[src/rtl/rv_pkg.sv]
// Core-wide register-file widths and the writeback request record.
// Pure declarations: no logic, no latency, no flow control.
// Imported by the writeback interface, arbiter and scoreboard.
package rv_pkg;
    localparam int REG_ADDR_W = 5;
    localparam int XLEN       = 32;
    localparam int NUM_REGS   = 32;

    typedef struct packed {
        logic [REG_ADDR_W-1:0] rd;
        logic [XLEN-1:0]       data;
    } wb_req_t;
endpackage

[src/rtl/reg_writeback_if.sv]
// Bundle of issue, ALU/load result, register-file write and hazard-query signals.
// Wiring only; timing is set by reg_writeback.
// Optional forwarding signals appear only when WB_BYPASS_EN is defined.
interface reg_writeback_if;
    import rv_pkg::*;

    logic                  issue_valid;
    logic [REG_ADDR_W-1:0] issue_rd;
    logic                  issue_ready;
    logic                  alu_valid;
    logic                  alu_ready;
    logic [REG_ADDR_W-1:0] alu_rd;
    logic [XLEN-1:0]       alu_data;
    logic                  mem_valid;
    logic                  mem_ready;
    logic [REG_ADDR_W-1:0] mem_rd;
    logic [XLEN-1:0]       mem_data;
    logic                  RegWrite;
    logic [REG_ADDR_W-1:0] rd_addr;
    logic [XLEN-1:0]       rd_data;
    logic [REG_ADDR_W-1:0] rs1_addr;
    logic [REG_ADDR_W-1:0] rs2_addr;
    logic                  rs1_busy;
    logic                  rs2_busy;
`ifdef WB_BYPASS_EN
    logic                  rs1_fwd;
    logic [XLEN-1:0]       rs1_fwd_data;
    logic                  rs2_fwd;
    logic [XLEN-1:0]       rs2_fwd_data;

    modport master (
        output issue_valid, issue_rd, alu_valid, alu_rd, alu_data,
               mem_valid, mem_rd, mem_data, rs1_addr, rs2_addr,
        input  issue_ready, alu_ready, mem_ready, RegWrite, rd_addr, rd_data,
               rs1_busy, rs2_busy, rs1_fwd, rs1_fwd_data, rs2_fwd, rs2_fwd_data
    );
    modport slave (
        input  issue_valid, issue_rd, alu_valid, alu_rd, alu_data,
               mem_valid, mem_rd, mem_data, rs1_addr, rs2_addr,
        output issue_ready, alu_ready, mem_ready, RegWrite, rd_addr, rd_data,
               rs1_busy, rs2_busy, rs1_fwd, rs1_fwd_data, rs2_fwd, rs2_fwd_data
    );
`else
    modport master (
        output issue_valid, issue_rd, alu_valid, alu_rd, alu_data,
               mem_valid, mem_rd, mem_data, rs1_addr, rs2_addr,
        input  issue_ready, alu_ready, mem_ready, RegWrite, rd_addr, rd_data,
               rs1_busy, rs2_busy
    );
    modport slave (
        input  issue_valid, issue_rd, alu_valid, alu_rd, alu_data,
               mem_valid, mem_rd, mem_data, rs1_addr, rs2_addr,
        output issue_ready, alu_ready, mem_ready, RegWrite, rd_addr, rd_data,
               rs1_busy, rs2_busy
    );
`endif
endinterface

[src/rtl/wb_scoreboard.sv]
// Per-register in-flight write counters driving issue_ready and rs busy flags.
// Counters update on posedge; issue_ready/busy are combinational from current counts.
// Issue is refused while its destination counter is saturated; WB_BYPASS_EN adds forwarding.
module wb_scoreboard
    import rv_pkg::*;
#(
    parameter int PEND_W = 2
) (
    input  logic                  clk,
    input  logic                  rst,
    input  logic                  issue_valid,
    input  logic [REG_ADDR_W-1:0] issue_rd,
    output logic                  issue_ready,
    input  logic                  wr_en,
    input  logic [REG_ADDR_W-1:0] wr_addr,
`ifdef WB_BYPASS_EN
    input  logic [XLEN-1:0]       wr_data,
    output logic                  rs1_fwd,
    output logic [XLEN-1:0]       rs1_fwd_data,
    output logic                  rs2_fwd,
    output logic [XLEN-1:0]       rs2_fwd_data,
`endif
    input  logic [REG_ADDR_W-1:0] rs1_addr,
    input  logic [REG_ADDR_W-1:0] rs2_addr,
    output logic                  rs1_busy,
    output logic                  rs2_busy
);
    localparam logic [PEND_W-1:0] CNT_MAX = '1;

    logic [PEND_W-1:0] cnt [NUM_REGS];
    logic              issue_fire;
    logic              rs1_raw;
    logic              rs2_raw;

    assign issue_ready = (issue_rd == '0) | (cnt[issue_rd] != CNT_MAX);
    assign issue_fire  = issue_valid & issue_ready & (issue_rd != '0);

    // Entry 0 is only ever reset, so x0 never reads as busy.
    always_ff @(posedge clk or posedge rst) begin
        if (rst) begin
            for (int i = 0; i < NUM_REGS; i++) cnt[i] <= '0;
        end else begin
            for (int i = 1; i < NUM_REGS; i++) begin
                if (issue_fire && issue_rd == REG_ADDR_W'(i) &&
                    !(wr_en && wr_addr == REG_ADDR_W'(i)))
                    cnt[i] <= cnt[i] + PEND_W'(1);
                else if (wr_en && wr_addr == REG_ADDR_W'(i) &&
                         !(issue_fire && issue_rd == REG_ADDR_W'(i)) && cnt[i] != '0)
                    cnt[i] <= cnt[i] - PEND_W'(1);
            end
        end
    end

`ifndef SYNTHESIS
    always_ff @(posedge clk) begin
        if (!rst && wr_en && wr_addr != '0 && cnt[wr_addr] == '0 &&
            !(issue_fire && issue_rd == wr_addr))
            $display("ERROR wb_scoreboard: retire to x%0d with no pending write", wr_addr);
    end
`endif

    assign rs1_raw = (rs1_addr != '0) & (cnt[rs1_addr] != '0);
    assign rs2_raw = (rs2_addr != '0) & (cnt[rs2_addr] != '0);

`ifdef WB_BYPASS_EN
    // A source whose last outstanding write is on the port this cycle can take it from the bypass.
    assign rs1_fwd      = wr_en & (wr_addr == rs1_addr) & (rs1_addr != '0);
    assign rs2_fwd      = wr_en & (wr_addr == rs2_addr) & (rs2_addr != '0);
    assign rs1_fwd_data = wr_data;
    assign rs2_fwd_data = wr_data;
    assign rs1_busy     = rs1_raw & ~(rs1_fwd & (cnt[rs1_addr] == PEND_W'(1)));
    assign rs2_busy     = rs2_raw & ~(rs2_fwd & (cnt[rs2_addr] == PEND_W'(1)));
`else
    assign rs1_busy = rs1_raw;
    assign rs2_busy = rs2_raw;
`endif
endmodule

[src/rtl/reg_writeback.sv]
// Writeback arbiter (load priority, ALU anti-starvation) feeding the register-file write port.
// Accept at edge N -> RegWrite during cycle N+1; one grant per cycle, full write rate.
// Readies are combinational, zero in reset; optional WB_BYPASS_EN adds rs forwarding.
module reg_writeback
    import rv_pkg::*;
#(
    parameter int PEND_W     = 2,
    parameter int STARVE_MAX = 4
) (
    input  logic            clk,
    input  logic            rst,
    reg_writeback_if.slave  wb
);
    localparam int                  STARVE_W   = $clog2(STARVE_MAX + 1);
    localparam logic [STARVE_W-1:0] STARVE_LIM = STARVE_W'(STARVE_MAX);

    logic [STARVE_W-1:0] starve_cnt;
    logic                alu_win;
    logic                alu_fire;
    logic                mem_fire;
    wb_req_t             grant_req;

    assign alu_win      = wb.alu_valid & (~wb.mem_valid | (starve_cnt == STARVE_LIM));
    assign wb.alu_ready = alu_win & ~rst;
    assign wb.mem_ready = wb.mem_valid & ~alu_win & ~rst;
    assign alu_fire     = wb.alu_valid & wb.alu_ready;
    assign mem_fire     = wb.mem_valid & wb.mem_ready;

    always_comb begin
        grant_req = '{rd: wb.mem_rd, data: wb.mem_data};
        if (alu_fire) grant_req = '{rd: wb.alu_rd, data: wb.alu_data};
    end

    // A waiting ALU is granted as soon as the count reaches the limit, so it never passes it.
    always_ff @(posedge clk or posedge rst) begin
        if (rst)
            starve_cnt <= '0;
        else if (wb.alu_valid && !wb.alu_ready)
            starve_cnt <= starve_cnt + STARVE_W'(1);
        else
            starve_cnt <= '0;
    end

    always_ff @(posedge clk or posedge rst) begin
        if (rst) begin
            wb.RegWrite <= 1'b0;
            wb.rd_addr  <= '0;
            wb.rd_data  <= '0;
        end else if ((alu_fire || mem_fire) && grant_req.rd != '0) begin
            wb.RegWrite <= 1'b1;
            wb.rd_addr  <= grant_req.rd;
            wb.rd_data  <= grant_req.data;
        end else begin
            wb.RegWrite <= 1'b0;
        end
    end

    wb_scoreboard #(.PEND_W(PEND_W)) u_sb (
        .clk          (clk),
        .rst          (rst),
        .issue_valid  (wb.issue_valid),
        .issue_rd     (wb.issue_rd),
        .issue_ready  (wb.issue_ready),
        .wr_en        (wb.RegWrite),
        .wr_addr      (wb.rd_addr),
`ifdef WB_BYPASS_EN
        .wr_data      (wb.rd_data),
        .rs1_fwd      (wb.rs1_fwd),
        .rs1_fwd_data (wb.rs1_fwd_data),
        .rs2_fwd      (wb.rs2_fwd),
        .rs2_fwd_data (wb.rs2_fwd_data),
`endif
        .rs1_addr     (wb.rs1_addr),
        .rs2_addr     (wb.rs2_addr),
        .rs1_busy     (wb.rs1_busy),
        .rs2_busy     (wb.rs2_busy)
    );
endmodule

[src/flat_wrapper.sv]
// flat-port wrapper written by rule: the top's interface ports become plain ports
module reg_writeback_flat import rv_pkg::*;
#(
    parameter int PEND_W     = 2,
    parameter int STARVE_MAX = 4
)
  (clk, rst, wb_issue_valid, wb_issue_rd, wb_alu_valid, wb_alu_rd, wb_alu_data, wb_mem_valid, wb_mem_rd, wb_mem_data, wb_rs1_addr, wb_rs2_addr, wb_issue_ready, wb_alu_ready, wb_mem_ready, wb_RegWrite, wb_rd_addr, wb_rd_data, wb_rs1_busy, wb_rs2_busy);
  reg_writeback_if wb_i ();
  input  logic clk;
  input  logic rst;
  input wire logic [$bits(wb_i.issue_valid)-1:0] wb_issue_valid;
  input wire logic [$bits(wb_i.issue_rd)-1:0] wb_issue_rd;
  input wire logic [$bits(wb_i.alu_valid)-1:0] wb_alu_valid;
  input wire logic [$bits(wb_i.alu_rd)-1:0] wb_alu_rd;
  input wire logic [$bits(wb_i.alu_data)-1:0] wb_alu_data;
  input wire logic [$bits(wb_i.mem_valid)-1:0] wb_mem_valid;
  input wire logic [$bits(wb_i.mem_rd)-1:0] wb_mem_rd;
  input wire logic [$bits(wb_i.mem_data)-1:0] wb_mem_data;
  input wire logic [$bits(wb_i.rs1_addr)-1:0] wb_rs1_addr;
  input wire logic [$bits(wb_i.rs2_addr)-1:0] wb_rs2_addr;
  output wire logic [$bits(wb_i.issue_ready)-1:0] wb_issue_ready;
  output wire logic [$bits(wb_i.alu_ready)-1:0] wb_alu_ready;
  output wire logic [$bits(wb_i.mem_ready)-1:0] wb_mem_ready;
  output wire logic [$bits(wb_i.RegWrite)-1:0] wb_RegWrite;
  output wire logic [$bits(wb_i.rd_addr)-1:0] wb_rd_addr;
  output wire logic [$bits(wb_i.rd_data)-1:0] wb_rd_data;
  output wire logic [$bits(wb_i.rs1_busy)-1:0] wb_rs1_busy;
  output wire logic [$bits(wb_i.rs2_busy)-1:0] wb_rs2_busy;
  assign wb_i.issue_valid = wb_issue_valid;
  assign wb_i.issue_rd = wb_issue_rd;
  assign wb_i.alu_valid = wb_alu_valid;
  assign wb_i.alu_rd = wb_alu_rd;
  assign wb_i.alu_data = wb_alu_data;
  assign wb_i.mem_valid = wb_mem_valid;
  assign wb_i.mem_rd = wb_mem_rd;
  assign wb_i.mem_data = wb_mem_data;
  assign wb_i.rs1_addr = wb_rs1_addr;
  assign wb_i.rs2_addr = wb_rs2_addr;
  assign wb_issue_ready = wb_i.issue_ready;
  assign wb_alu_ready = wb_i.alu_ready;
  assign wb_mem_ready = wb_i.mem_ready;
  assign wb_RegWrite = wb_i.RegWrite;
  assign wb_rd_addr = wb_i.rd_addr;
  assign wb_rd_data = wb_i.rd_data;
  assign wb_rs1_busy = wb_i.rs1_busy;
  assign wb_rs2_busy = wb_i.rs2_busy;
  reg_writeback #(.PEND_W(PEND_W), .STARVE_MAX(STARVE_MAX)) u_core (.clk(clk), .rst(rst), .wb(wb_i));
endmodule
[config.mk]
export PLATFORM = sky130hd
export DESIGN_NAME = reg_writeback_flat
export DESIGN_NICKNAME = d
export VERILOG_FILES = /design/src/rtl/rv_pkg.sv /design/src/rtl/reg_writeback_if.sv /design/src/rtl/wb_scoreboard.sv /design/src/rtl/reg_writeback.sv /design/src/flat_wrapper.sv
export SDC_FILE = /design/constraint.sdc
export NUM_CORES = 1
export LEC_CHECK = 0
export CAP_MARGIN = 5
export CORE_MARGIN = 4
export CORE_UTILIZATION = 54
export CTS_BUF_LIST = sky130_fd_sc_hd__clkbuf_2
export CTS_CLUSTER_DIAMETER = 200
export DETAILED_ROUTE_END_ITERATION = 8
export PLACE_DENSITY_LB_ADDON = 0.25
export SLEW_MARGIN = 25
export SYNTH_ARGS = -nofsm -noshare
export SYNTH_HDL_FRONTEND = slang
export SYNTH_SLANG_ARGS = --single-unit
[constraint.sdc]
create_clock -name clk -period 4.3 [get_ports clk]
set_input_delay 1.075 -clock clk [delete_from_list [all_inputs] [get_ports clk]]
set_output_delay 1.075 -clock clk [all_outputs]
set_load 0.01 [all_outputs]
Word level (Yosys, flattened, before mapping) --
Index checks and enable logic that the tools add are counted.
Word-level totals: flip-flop bits (word level) 103, bits in latches 0, memory bits (writable) 0, bits in read-only memories 0, bits of input ports 94, word-level logic and storage cells 547, memories kept 0
Cells by class: $add $sub $neg 63, $mul 0, divide/modulo/power cells 0, order comparisons 3, equal/unequal tests 64, shifts and indexed selects 0, multiplexer cells 74, bitwise logic cells 18, reductions and logical operators 290
Operator list (number):
- 5-bit equality test (second input constant) | 32
- 1-bit logical AND | 157
- 2-bit two-way mux | 68
- 2-bit nonzero test | 64
- 5-bit by 4-bit equality test with 1-bit output (second input constant) | 16
- 1-bit zero test | 63
- 2-bit by 1-bit adder with 2-bit output (second input constant) | 31
- 2-bit by 1-bit subtractor with 2-bit output (second input constant) | 31
- 5-bit by 3-bit equality test with 1-bit output (second input constant) | 8
- 37-bit two-way mux | 1
- 2-bit binary-select mux with 5-bit select | 3
- 5-bit by 2-bit equality test with 1-bit output (second input constant) | 4
- 5-bit nonzero test | 4
- 6-bit >= comparator (second input constant) | 3
- 5-bit NOT with 6-bit output | 3
- 1-bit AND | 10
- 5-bit by 1-bit equality test with 1-bit output (second input constant) | 2
- 5-bit zero test | 1
- 3-bit by 1-bit adder with 3-bit output (second input constant) | 1
- 3-bit equality test (second input constant) | 1
- 3-bit two-way mux | 1
- 1-bit NOT | 3
- 2-bit inequality test (second input constant) | 1
- 1-bit bitwise OR | 2
- other kinds (2) | 2

Depth between registers and ports, before layout --
Gate-level depths: netlist of run 1.
word-level depth 14, depth in mapped cells 10, depth with buffers taken out 8

Hierarchy --
A second synthesis of run 1 with hierarchy kept.
Unflattened totals: cell total of the unflattened synthesis 811, area, all modules 7219.4 um^2
By module, submodules not included:
- wb_scoreboard | instances 1, cells an instance 584, area an instance 4754.6 um^2, seq. area each 1551.5 um^2
- reg_writeback | instances 1, cells an instance 227, area an instance 2464.9 um^2, seq. area each 1026.0 um^2

Least setup slack after synthesis of run 1 --
No wires, ideal clock.
path type in2out, start point input port wb_rs2_addr[1], end point output port wb_rs2_busy, arrival 2.635 ns, required time 3.225 ns, path slack 0.590 ns, cell stages on the path 5, path buffers 2, cells stage by stage clkbuf_1 clkbuf_1 a21oi_1 mux4_2 mux4_2
Between the ends: longest elaborated chain between the ends 6, elaborated cells on any way between the ends 7, classes of those cells 3 x mux; 2 x bitwise; 2 x reduce/logical
RTL lines:
- start, declared | RTL line flat_wrapper.sv:20 | input wire logic [$bits(wb_i.rs2_addr)-1:0] wb_rs2_addr;
- 5-bit NOT with 6-bit output (not written as such) | RTL line wb_scoreboard.sv:63 | assign rs2_raw = (rs2_addr != '0) & (cnt[rs2_addr] != '0);
- 2-bit binary-select mux with 5-bit select | RTL line wb_scoreboard.sv:63
- 2-bit two-way mux (not written as such) (2 in a row) | RTL line wb_scoreboard.sv:63
- 2-bit nonzero test | RTL line wb_scoreboard.sv:63
- 1-bit AND * | RTL line wb_scoreboard.sv:63
- end, declared | RTL line flat_wrapper.sv:28 | output wire logic [$bits(wb_i.rs2_busy)-1:0] wb_rs2_busy;
Every way passes the cells marked *; elsewhere a longest branch is shown, timed or not. The select of a mux whose other input is x is not followed.

Worst setup path after layout of run 1 --
start point input port wb_issue_rd[1], end point output port wb_issue_ready
Between the ends: longest elaborated chain between the ends 6, elaborated cells on any way between the ends 7, classes of those cells 1 x eq/ne; 3 x mux; 2 x bitwise; 1 x reduce/logical
RTL lines:
- start, declared | RTL line flat_wrapper.sv:12 | input wire logic [$bits(wb_i.issue_rd)-1:0] wb_issue_rd;
- 5-bit NOT with 6-bit output (not written as such) | RTL line wb_scoreboard.sv:35 | assign issue_ready = (issue_rd == '0) | (cnt[issue_rd] != CNT_MAX);
- 2-bit binary-select mux with 5-bit select | RTL line wb_scoreboard.sv:35
- 2-bit two-way mux (not written as such) (2 in a row) | RTL line wb_scoreboard.sv:35
- 2-bit inequality test | RTL line wb_scoreboard.sv:35
- 1-bit bitwise OR * | RTL line wb_scoreboard.sv:35
- end, declared | RTL line flat_wrapper.sv:21 | output wire logic [$bits(wb_i.issue_ready)-1:0] wb_issue_ready;
Marked as above.

==> results of run 1 <==
[through the flow]
| step | utilization, % | area (µm²) |
|---|---|---|
| final | 70.1 | 8880 |
| after global routing | 70.1 | 8880 |
| after CTS | 70.0 | 8870 |
| after detailed placement | 69.1 | 8760 |
| after global placement | 69.1 | 8760 |
| after floorplan | - | 7020 |
[cell usage in the layout, fill, tap and decap left out, types with 4 or more instances in the layout]
cell	count
a211oi_1	16
a21oi_1	107
a311oi_2	4
and2_1	6
and3_1	7
buf_4	35
clkbuf_2	10
clkdlybuf4s50_1	132
dfrtp_1	103
inv_1	22
mux2_2	5
mux2i_1	54
mux4_2	16
nand2_1	30
nand2b_1	8
nand3_1	19
nand4_1	5
nor2_1	117
nor2b_1	11
nor3_1	29
nor3b_1	16
o21a_1	6
o21ai_0	67
or3_1	4
xnor2_1	10
xor2_1	13
[timing repair]
| item | 4_1_cts | 5_1_grt |
|---|---|---|
| endpoints found under the setup margin | 3 | 1 |
| resized for setup | 8 | 2 |
| buffers inserted | 0 | 1 |
[cells in the mapped netlist (all sizes together), types with 4 or more instances]
| master | instances | area share, % |
|---|---|---|
| a22oi | 4 | 0.57 |
| nor2 | 117 | 6.3 |
| a21oi | 108 | 7.7 |
| dfrtp | 103 | 37 |
| a311oi | 7 | 1.2 |
| or3 | 4 | 0.36 |
| mux2i | 54 | 7.7 |
| xor2 | 13 | 1.6 |
| o21a | 6 | 0.64 |
| o21ai | 68 | 4.8 |
| buf | 13 | 1.3 |
| nor2b | 11 | 0.98 |
| nor3 | 30 | 2.2 |
| and2 | 6 | 0.53 |
| a211oi | 18 | 2.3 |
| nand2b | 8 | 0.71 |
| and3 | 7 | 0.62 |
| xnor2 | 10 | 1.2 |
| inv | 23 | 1.2 |
| mux4 | 19 | 6.3 |
| nand4 | 5 | 0.45 |
| nor3b | 16 | 1.7 |
| nand2 | 30 | 1.6 |
| nand3 | 21 | 1.7 |
| mux2 | 8 | 1.3 |
| clkbuf | 29 | 1.6 |
[flip-flops by register name (all words and copies together) (netlist names)]
signal	cells
u_core.wb.RegWrite	1
u_core.u_sb.cnt	62
u_core.wb.rd_addr	5
u_core.starve_cnt	3
u_core.wb.rd_data	32
[worst max-delay path, stage by stage]
cell	delay (ns)
clkdlybuf4s50_1	0.47
buf_6	0.14
mux2_2	0.34
a221o_1	0.30
and4b_4	0.20
a21oi_1	0.15
nor3_1	0.08
a31oi_1	0.24
buf_2	0.18
[metal layers]
layer	part of all wire, %	up-vias	wire, µm	track usage, %
li1	-	3157	-	-
met1	37	3334	7850	34.3
met2	50	402	10600	51.3
met3	12	63	2490	10.5
met4	2.2	0	465	8.54
met5	0	-	0	0
[cell type report]
cell class	count	area, µm²
Multi-Input combinational cell	617	4180
Tap cell	172	215
Timing Repair Buffer	177	1710
Clock buffer	10	50.0
Inverter	23	88.8
Clock inverter	6	66.3
Sequential cell	103	2580
Fill cell	978	3790
[cells by family after synthesis]
kind of cell             synth area share [%]
flip-flops                               36.7
XOR/XNOR                                 2.87
adder cells (fa/ha/maj)                 0.356
buffers and inverters                    4.08
AND/OR/NAND/NOR                          19.1
AO/OA/AOI/OAI                            21.6
multiplexers                             15.3
[power breakdown]
part	internal [W]	leakage, nW	switching, W
logic	0.000645	2.18	0.000576
clock network	0.000140	0.0719	0.000355
registers	0.00120	1.11	0.000436
[worst min path at each step]
stage                                          end  depth (start not counted)                      startpoint  slack, ns
finish              u_core.starve_cnt[0]$_DFF_PP0_                          1  u_core.starve_cnt[0]$_DFF_PP0_       0.49
global placement    u_core.starve_cnt[0]$_DFF_PP0_                          1  u_core.starve_cnt[0]$_DFF_PP0_       0.44
global route        u_core.starve_cnt[0]$_DFF_PP0_                          1  u_core.starve_cnt[0]$_DFF_PP0_       0.51
floorplan           u_core.starve_cnt[0]$_DFF_PP0_                          1  u_core.starve_cnt[0]$_DFF_PP0_       0.43
detailed placement  u_core.starve_cnt[0]$_DFF_PP0_                          1  u_core.starve_cnt[0]$_DFF_PP0_       0.46
CTS                 u_core.starve_cnt[0]$_DFF_PP0_                          1  u_core.starve_cnt[0]$_DFF_PP0_       0.50
==> impl_metrics.sql, run 1 <==
INSERT INTO impl_metrics (metric_group, metric, value, unit) VALUES
('power', 'powerDensity', '378', 'nW/µm²'),
('routing', 'wl_per_cell', '19.4', 'µm'),
('sta', 'skew', '0.0364', 'ns'),
('critical_path', 'crit_end', 'wb_issue_ready', ''),
('power', 'reported_leakage_power', '3.36', 'nW'),
('floorplan', 'design.core.area', '12700', 'µm²'),
('layout', 'area_growth', '26.6', '%'),
('yosys', 'postSynthRegisterBits', '103', ''),
('critical_path', 'crit_path_max_fanout', '6', ''),
('cts', 'cts_hold_buf', '0', ''),
('critical_path', 'startpoint', 'wb_issue_rd[1]', ''),
('critical_path', 'rr_endpoint', 'u_core.u_sb.cnt[32]$_DFFE_PP0P_', ''),
('cts', 'clock_tree_from_tritoncts', 'built', ''),
('placement', 'place_worst_setup_slack', '-0.383', 'ns'),
('global_routing', 'globalRouteOverflowTotal', '0', ''),
('layout', 'fin_nets', '1027', ''),
('sta', 'timing.fmax', '235', 'MHz'),
('global_routing', 'initial_antenna_violation_count', '0', ''),
('sta', 'setup_violations', '0', ''),
('sta', 'holdWs', '0.490', 'ns'),
('routing', 'detailedRoute.firstPassIterationCount', '6', ''),
('critical_path', 'worst-endpoint-arrival', '3.19', 'ns'),
('cts', 'numClockSinks', '103', ''),
('cts', 'cts-root-buf', 'clkbuf_2', ''),
('yosys', 'syn_area', '7020', 'µm²'),
('global_routing', 'pin_count_of_the_biggest_net_entering_global_routing', '51', ''),
('critical_path', 'criticalPathCategory', 'in -> out', ''),
('sta', 'maxSlewHeadroom', '40.1', '%'),
('cts', 'buffer_levels_on_the_longest_clock_path', '2', ''),
('sta', 'final_worst_slack', '0.0376', 'ns'),
('layout', 'antenna_cells_inserted', '0', ''),
('placement', 'place_congestion', '1.02', ''),
('yosys', 'yosys.cell_types.count', '69', ''),
('sta', 'fin_crit_sh', '99.1', '%'),
('critical_path', 'timing.critical_path.required', '3.22', 'ns'),
('placement', 'dpl.cell_count', '1091', ''),
('critical_path', 'worst_r2r_startpoint', 'u_core.u_sb.cnt[39]$_DFFE_PP0P_', ''),
('run', 'cap_viol_max_count', '0', ''),
('routing', 'postRouteAntennaNets', '0', ''),
('floorplan', 'die-area', '14900', 'µm²'),
('sta', 'setup_total_negative_slack', '0', 'ns'),
('critical_path', 'ff2ff_setup_slack', '1.59', 'ns'),
('worst_hold_path', 'hold_path_class', 'reg -> reg', ''),
('routing', 'route.vias.total', '6956', ''),
('yosys', 'seq_area_frac_synth', '36.7', '%'),
('yosys', 'synthArstFlopShare', '100', '%'),
('cts', 'clk_transition_reported_paths', '0.28', 'ns'),
('layout', 'instances_no_fill', '1108', ''),
('yosys', 'synth_enable_flop_cells', '0', ''),
('power', 'vdd.ir_drop.worst', '241', 'µV'),
('floorplan', 'start_util', '55.4', '%'),
('yosys', 'syn-mean-instance-area', '8.94', 'µm²'),
('sta', 'max_slew.worst_pin.slew', '0.895', 'ns'),
('routing', 'first_iter_violations', '755', ''),
('critical_path', 'critPathCaptureType', 'output pin', ''),
('floorplan', 'horizontal_die_dimension', '122', 'µm'),
('floorplan', 'die_y', '122', 'µm'),
('yosys', 'synth_top_flop_cell', 'dfrtp_1', ''),
('global_routing', 'global_route.usage.total', '29.5', '%'),
('power', 'p_total', '0.00336', 'W'),
('status', 'run_status', 'complete, no violations', ''),
('sta', 'timing.final.hold_violations', '0', ''),
('cts', 'cts-buffers-inserted', '9', ''),
('routing', 'vias_per_cell', '6.28', ''),
('yosys', 'synth_nets', '881', ''),
('sta', 'unrepaired_setup_endpoints_after_global_routing', 'false', ''),
('global_routing', 'grt_pass1_wl', '34700', 'µm'),
('yosys', 'synth_cells', '785', ''),
('cts', 'insertion_delay', '0.63', 'ns'),
('routing', 'post-route-drc-count', '0', ''),
('yosys', 'yosysWarningCount', '2', ''),
('layout', 'final_layout_size_suffix_gt1_share', '11.3', '%'),
('global_routing', 'grt_pass1_vias', '7181', ''),
('placement', 'buffer_ports.inserted', '136', ''),
('sta', 'finalMaxSlewViolations', '0', ''),
('critical_path', 'setup.worst_path.start_class', 'input port', ''),
('routing', 'postRouteWirelength', '21400', 'µm'),
('cts', 'h-tree-depth', '3', ''),
('floorplan', 'io-pin-count', '137', ''),
('floorplan', 'num_rows', '41', ''),
('placement', 'dp_hpwl', '16700', 'µm'),
('sta', 'period_needed', '4.26', 'ns'),
('critical_path', 'ff2ff_path_depth', '7', '');
Note: power is estimated with default switching activity, not from simulation.
==> inputs of run 2 (changes only) <==
--- a/config.mk
+++ b/config.mk
@@ -5,12 +5,14 @@
 export SDC_FILE = /design/constraint.sdc
 export NUM_CORES = 1
 export LEC_CHECK = 0
+export ABC_CLOCK_PERIOD_IN_PS = 4300
 export CAP_MARGIN = 5
 export CORE_MARGIN = 4
 export CORE_UTILIZATION = 54
 export CTS_BUF_LIST = sky130_fd_sc_hd__clkbuf_2
-export CTS_CLUSTER_DIAMETER = 200
+export CTS_CLUSTER_DIAMETER = 40
 export DETAILED_ROUTE_END_ITERATION = 8
+export GPL_ROUTABILITY_DRIVEN = 0
 export PLACE_DENSITY_LB_ADDON = 0.25
 export SLEW_MARGIN = 25
 export SYNTH_ARGS = -nofsm -noshare
==> impl_metrics.sql, run 2 (synthesized netlist as in run 1, its figures left out) <==
INSERT INTO impl_metrics (metric_group, metric, value, unit) VALUES
('sta', 'skew', '0.0357', 'ns'),
('layout', 'instances_no_fill', '1101', ''),
('sta', 'timing.fmax', '236', 'MHz'),
('layout', 'final_cell_mix', 'clkdlybuf4s50_1, nor2_1, a21oi_1', ''),
('floorplan', 'start_util', '55.4', '%'),
('floorplan', 'die_y', '122', 'µm'),
('routing', 'route.vias.total', '6903', ''),
('global_routing', 'grt_pass1_wl', '34400', 'µm'),
('critical_path', 'critPathCaptureType', 'output pin', ''),
('cts', 'buffer_levels_on_the_longest_clock_path', '2', ''),
('layout', 'largest_register_ffs', '62', ''),
('sta', 'period_needed', '4.24', 'ns'),
('cts', 'cts-buffers-inserted', '9', ''),
('sta', 'max_slew.worst_pin.slew', '0.837', 'ns'),
('critical_path', 'startpoint', 'wb_issue_rd[1]', ''),
('power', 'powerDensity', '376', 'nW/µm²'),
('global_routing', 'global_route.usage.total', '29.3', '%'),
('critical_path', 'worst-endpoint-arrival', '3.16', 'ns'),
('cts', 'h-tree-depth', '3', ''),
('layout', 'reg_top3', 'u_core.u_sb.cnt (62), u_core.wb.rd_data (32), u_core.wb.rd_addr (5)', ''),
('layout', 'fin_nets', '1021', ''),
('layout', 'antenna_cells_inserted', '0', ''),
('cts', 'clock_tree_from_tritoncts', 'built', ''),
('power', 'reported_leakage_power', '3.34', 'nW'),
('worst_hold_path', 'hold_path.startpoint', 'u_core.starve_cnt[0]$_DFF_PP0_', ''),
('critical_path', 'worst_r2r_startpoint', 'u_core.u_sb.cnt[46]$_DFFE_PP0P_', ''),
('floorplan', 'num_rows', '41', ''),
('routing', 'postRouteAntennaNets', '0', ''),
('routing', 'wl_per_cell', '19.3', 'µm'),
('layout', 'top_register', 'u_core.u_sb.cnt', ''),
('critical_path', 'setup.worst_path.start_class', 'input port', ''),
('critical_path', 'crit_path_max_fanout', '9', ''),
('cts', 'postCtsSetupRepairBufs', '0', ''),
('cts', 'cts_hold_buf', '0', ''),
('routing', 'postRouteWirelength', '21300', 'µm'),
('placement', 'dp_hpwl', '16500', 'µm'),
('sta', 'setup_violations', '0', ''),
('status', 'run_status', 'complete, no violations', ''),
('routing', 'wl_met3', '2260', 'µm'),
('run', 'cap_viol_max_count', '0', ''),
('cts', 'clk_transition_reported_paths', '0.26', 'ns'),
('routing', 'vias_per_cell', '6.27', ''),
('layout', 'final_layout_size_suffix_gt1_share', '11.5', '%'),
('sta', 'maxSlewHeadroom', '44.2', '%'),
('routing', 'post-route-drc-count', '0', ''),
('power', 'vdd.ir_drop.worst', '231', 'µV'),
('placement', 'buffer_ports.inserted', '136', ''),
('placement', 'dpl.cell_count', '1086', ''),
('worst_hold_path', 'hold_path_class', 'reg -> reg', ''),
('global_routing', 'initial_antenna_violation_count', '0', ''),
('cts', 'insertion_delay', '0.63', 'ns'),
('critical_path', 'ff2ff_path_depth', '6', ''),
('floorplan', 'die-area', '14900', 'µm²'),
('sta', 'fin_crit_sh', '98.6', '%'),
('worst_hold_path', 'worstHoldPathCells', '1', ''),
('routing', 'detailedRoute.firstPassIterationCount', '6', ''),
('critical_path', 'timing.critical_path.required', '3.22', 'ns'),
('global_routing', 'globalRouteOverflowTotal', '0', ''),
('critical_path', 'criticalPathCategory', 'in -> out', ''),
('floorplan', 'horizontal_die_dimension', '122', 'µm'),
('global_routing', 'grt_pass1_vias', '7035', ''),
('sta', 'setup_total_negative_slack', '0', 'ns'),
('routing', 'routedLengthMet1', '8090', 'µm'),
('sta', 'unrepaired_setup_endpoints_after_global_routing', 'false', ''),
('cts', 'numClockSinks', '103', ''),
('layout', 'layout_commonest_cell', 'clkdlybuf4s50_1', ''),
('routing', 'first_iter_violations', '730', ''),
('routing', 'dr.max_layer_used', 'met4', ''),
('floorplan', 'io-pin-count', '137', ''),
('global_routing', 'pin_count_of_the_biggest_net_entering_global_routing', '91', ''),
('floorplan', 'design.core.area', '12700', 'µm²'),
('sta', 'timing.final.hold_violations', '0', ''),
('cts', 'cts-root-buf', 'clkbuf_2', ''),
('routing', 'route.met2.wl', '10400', 'µm'),
('sta', 'finalMaxSlewViolations', '0', ''),
('layout', 'area_growth', '26.6', '%');
## run 2: cell types whose count changed in the layout (fill, tap and decap cells not counted), moves of 2 or more
cell	change
a211oi_1	-2
nor3_1	-4
nor3_2	+4
a211oi_2	+2
buf_4	-5
## run 2: worst paths after layout
kind                                               endpoint  slack [ns]
max                                          wb_issue_ready        0.06
min                          u_core.starve_cnt[0]$_DFF_PP0_        0.49
max reg2reg                 u_core.u_sb.cnt[32]$_DFFE_PP0P_        1.63
min reg2reg                  u_core.starve_cnt[0]$_DFF_PP0_        0.49
max in group asynchronous  u_core.wb.rd_addr[0]$_DFFE_PP0P_        2.69
min in group asynchronous    u_core.starve_cnt[2]$_DFF_PP0_        0.98
## run 2: routing by layer
| layer | GRT usage [%] | vias up |
|---|---|---|
| met5 | 0 | - |
| met4 | 9.66 | 0 |
| met3 | 10.4 | 61 |
| met2 | 50.0 | 407 |
| met1 | 34.5 | 3289 |
| li1 | - | 3146 |
## run 2: worst max-delay path, stage by stage
cell             delay (ns)
clkdlybuf4s50_1        0.39
buf_4                  0.18
buf_4                  0.19
and2b_1                0.18
a221o_1                0.34
and4b_4                0.20
a21oi_1                0.12
nor3_1                 0.07
a31oi_1                0.24
buf_2                  0.18
## run 2: per-stage QoR
stage | setup WS (ns) | total power, W | hold WS (ns) | area (µm²) | util, %
after floorplan | 0.521 | 0.00227 | 0.432 | 7020 | -
after global placement | -0.291 | 0.00274 | 0.445 | 8720 | 68.8
after global routing | 0.0319 | 0.00354 | 0.505 | 8890 | 70.2
after detailed placement | -0.313 | 0.00283 | 0.459 | 8720 | 68.8
after CTS | 0.0106 | 0.00331 | 0.496 | 8840 | 69.8
final | 0.0613 | 0.00334 | 0.490 | 8890 | 70.2
## run 2: cell type report
cell class                      instances  area (µm²)
Multi-Input combinational cell        617        4230
Fill cell                             984        3780
Sequential cell                       103        2580
Timing Repair Buffer                  171        1660
Tap cell                              172         215
Inverter                               23        91.3
Clock buffer                           11        55.1
Clock inverter                          4        55.1
## run 2: repair_timing
item	CTS	global route
resized for setup	8	11
gates cloned	0	0
endpoints found under the setup margin	3	2
pin swaps	0	0
## run 2: report_power, final
group | switching, W | total, W | internal (W) | leakage (nW)
clock network | 0.000346 | 0.000488 | 0.000142 | 0.0743
logic | 0.000572 | 0.00122 | 0.000643 | 2.16
registers | 0.000438 | 0.00164 | 0.00120 | 1.11
total | 0.00136 | 0.00334 | 0.00199 | 3.34
==> inputs of run 3 (changes only) <==
--- a/config.mk
+++ b/config.mk
@@ -7,8 +7,10 @@
 export LEC_CHECK = 0
 export ABC_CLOCK_PERIOD_IN_PS = 4300
 export CAP_MARGIN = 5
+export CELL_PAD_IN_SITES_DETAIL_PLACEMENT = 0
+export CELL_PAD_IN_SITES_GLOBAL_PLACEMENT = 1
 export CORE_MARGIN = 4
-export CORE_UTILIZATION = 54
+export CORE_UTILIZATION = 41
 export CTS_BUF_LIST = sky130_fd_sc_hd__clkbuf_2
 export CTS_CLUSTER_DIAMETER = 40
 export DETAILED_ROUTE_END_ITERATION = 8
==> impl_metrics.sql, run 3 (synthesized netlist as in run 1, its figures left out) <==
INSERT INTO impl_metrics (metric_group, metric, value, unit) VALUES
('status', 'run_status', 'complete, no violations', ''),
('layout', 'final_layout_size_suffix_gt1_share', '10.9', '%'),
('routing', 'route.vias.total', '6590', ''),
('sta', 'finalMaxSlewViolations', '0', ''),
('power', 'reported_leakage_power', '3.32', 'nW'),
('sta', 'period_needed', '4.23', 'ns'),
('layout', 'top_register', 'u_core.u_sb.cnt', ''),
('layout', 'final_core_util', '53.4', '%'),
('power', 'sequentialPowerShare', '49.5', '%'),
('sta', 'timing.final.hold_violations', '0', ''),
('routing', 'postRouteWirelength', '21200', 'µm'),
('power', 'comb_power_share', '36.4', '%'),
('global_routing', 'initial_antenna_violation_count', '1', ''),
('worst_hold_path', 'hold_path.startpoint', 'u_core.starve_cnt[0]$_DFF_PP0_', ''),
('cts', 'buffer_levels_on_the_longest_clock_path', '2', ''),
('global_routing', 'global_route.usage.total', '21.9', '%'),
('power', 'internal-power', '0.00194', 'W'),
('worst_hold_path', 'worstHoldPathCells', '1', ''),
('placement', 'buffer_ports.inserted', '136', ''),
('critical_path', 'worst-endpoint-arrival', '3.15', 'ns'),
('floorplan', 'io-pin-count', '137', ''),
('sta', 'fin_crit_sh', '98.4', '%'),
('worst_hold_path', 'worstHoldEndpoint', 'u_core.starve_cnt[0]$_DFF_PP0_', ''),
('sta', 'skew', '0.0385', 'ns'),
('placement', 'dpl.cell_count', '1131', ''),
('global_routing', 'grt_pass1_wl', '34100', 'µm'),
('layout', 'fin_nets', '1019', ''),
('layout', 'multi_input_comb_area', '4190', 'µm²'),
('cts', 'clock_tree_from_tritoncts', 'built', ''),
('cts', 'clk_transition_reported_paths', '0.29', 'ns'),
('layout', 'layout_commonest_cell', 'clkdlybuf4s50_1', ''),
('layout', 'layout.filler_cells', '1484', ''),
('power', 'netSwitchingFraction', '41.2', '%'),
('critical_path', 'setup.worst_path.start_class', 'input port', ''),
('sta', 'unrepaired_setup_endpoints_after_global_routing', 'false', ''),
('run', 'cap_viol_max_count', '0', ''),
('critical_path', 'timing.critical_path.required', '3.22', 'ns'),
('power', 'power.net_switching', '0.00136', 'W'),
('power', 'vdd.ir_drop.worst', '177', 'µV'),
('global_routing', 'global_route.usage.met2', '36.6', '%'),
('sta', 'timing.fmax', '236', 'MHz'),
('sta', 'setup_violations', '0', ''),
('global_routing', 'grt_pass1_vias', '6595', ''),
('sta', 'maxSlewHeadroom', '51.6', '%'),
('routing', 'detailedRoute.firstPassIterationCount', '5', ''),
('routing', 'wl_per_cell', '18.5', 'µm'),
('cts', 'insertion_delay', '0.65', 'ns'),
('power', 'powerDensity', '369', 'nW/µm²'),
('global_routing', 'pin_count_of_the_biggest_net_entering_global_routing', '54', ''),
('critical_path', 'worst_r2r_startpoint', 'u_core.u_sb.cnt[39]$_DFFE_PP0P_', ''),
('layout', 'largest_register_ffs', '62', ''),
('floorplan', 'die-area', '19300', 'µm²'),
('floorplan', 'num_rows', '47', ''),
('cts', 'h-tree-depth', '3', ''),
('cts', 'cts_hold_buf', '0', ''),
('cts', 'cts-buffers-inserted', '9', ''),
('critical_path', 'critPathCaptureType', 'output pin', ''),
('global_routing', 'grt_most_used_layer', 'met2', ''),
('critical_path', 'ff2ff_setup_slack', '1.70', 'ns'),
('routing', 'first_iter_violations', '509', ''),
('worst_hold_path', 'hold_path_class', 'reg -> reg', ''),
('global_routing', 'grt_use_met3', '6.45', '%'),
('routing', 'vias_per_cell', '5.74', ''),
('layout', 'layout.area.seq', '2580', 'µm²'),
('global_routing', 'grtUsageMet1', '28.1', '%'),
('critical_path', 'crit_path_max_fanout', '16', ''),
('critical_path', 'rr_endpoint', 'u_core.u_sb.cnt[32]$_DFFE_PP0P_', ''),
('floorplan', 'horizontal_die_dimension', '139', 'µm'),
('routing', 'postRouteAntennaNets', '0', ''),
('floorplan', 'design.core.area', '16700', 'µm²'),
('layout', 'reg_top3', 'u_core.u_sb.cnt (62), u_core.wb.rd_data (32), u_core.wb.rd_addr (5)', ''),
('critical_path', 'ff2ff_path_depth', '7', ''),
('layout', 'instances_no_fill', '1149', ''),
('floorplan', 'start_util', '42.0', '%'),
('placement', 'dp_hpwl', '16700', 'µm'),
('floorplan', 'die_y', '139', 'µm'),
('power', 'clockPowerShare', '14.2', '%'),
('cts', 'numClockSinks', '103', ''),
('layout', 'area_growth', '27.1', '%'),
('cts', 'cts-root-buf', 'clkbuf_2', ''),
('layout', 'final_cell_mix', 'clkdlybuf4s50_1, nor2_1, a21oi_1', ''),
('sta', 'max_slew.worst_pin.slew', '0.724', 'ns'),
('global_routing', 'globalRouteOverflowTotal', '0', ''),
('routing', 'post-route-drc-count', '0', ''),
('critical_path', 'startpoint', 'wb_rs2_addr[1]', ''),
('critical_path', 'criticalPathCategory', 'in -> out', '');
[run 3: worst max-delay path, cell delays in order]
cell	delay [ns]
clkdlybuf4s50_1	0.45
buf_12	0.17
nor3_1	0.15
a21oi_1	0.06
mux4_2	0.49
mux4_2	0.46
dlygate4sd2_1	0.30
[run 3: metal layers]
layer	part of all wire, %	wire, µm
met1	42	8980
met2	47	10000
met3	8.6	1820
met4	1.8	388
met5	0	0
[run 3: layout make-up]
cell class              instances  area share (%)
multi-input cells             617            47.0
well taps                     220            3.09
diodes                          1          0.0281
clock buffers                   9           0.505
inverters                      23           0.996
repair buffers                169            18.8
flip-flops and latches        103            28.9
clock inverters                 7           0.744
[run 3: power groups by stage]
stage	registers, W	logic [W]	clock network [W]
floorplan	0.00147	0.000810	0
global placement	0.00161	0.00115	0
detailed placement	0.00163	0.00119	0
CTS	0.00162	0.00120	0.000485
global route	0.00168	0.00133	0.000514
finish	0.00163	0.00120	0.000466
[run 3: worst max path at each step]
| stage | slack (ns) | end | cells after the start |
|---|---|---|---|
| 5_1_grt | 0.00002 | wb_rs2_busy | 7 |
| 3_3_place_gp | -0.32 | wb_issue_ready | 9 |
| 6_report | 0.07 | wb_rs2_busy | 7 |
| 4_1_cts | 0.005 | wb_issue_ready | 8 |
| 3_5_place_dp | -0.34 | wb_issue_ready | 8 |
| 2_1_floorplan | 0.52 | u_core.starve_cnt[0]$_DFF_PP0_ | 1 |
[run 3: repair_timing]
item                                    in CTS  in global routing
endpoints found under the hold margin        0                  0
endpoints found under the setup margin       3                  1
buffers inserted                             0                  0
resized for setup                            9                  1
[run 3: metrics by stage]
stage | TNS (ns) | hold WS (ns) | worst slack [ns] | area, µm² | power [W]
after floorplan | 0 | 0.432 | 0.521 | 7020 | 0.00227
after global placement | -0.484 | 0.445 | -0.320 | 8780 | 0.00276
after detailed placement | -0.573 | 0.466 | -0.341 | 8780 | 0.00283
after CTS | 0 | 0.495 | 0.00543 | 8910 | 0.00331
after global routing | 0 | 0.522 | 0.0000238 | 8920 | 0.00352
final | 0 | 0.486 | 0.0709 | 8920 | 0.00329
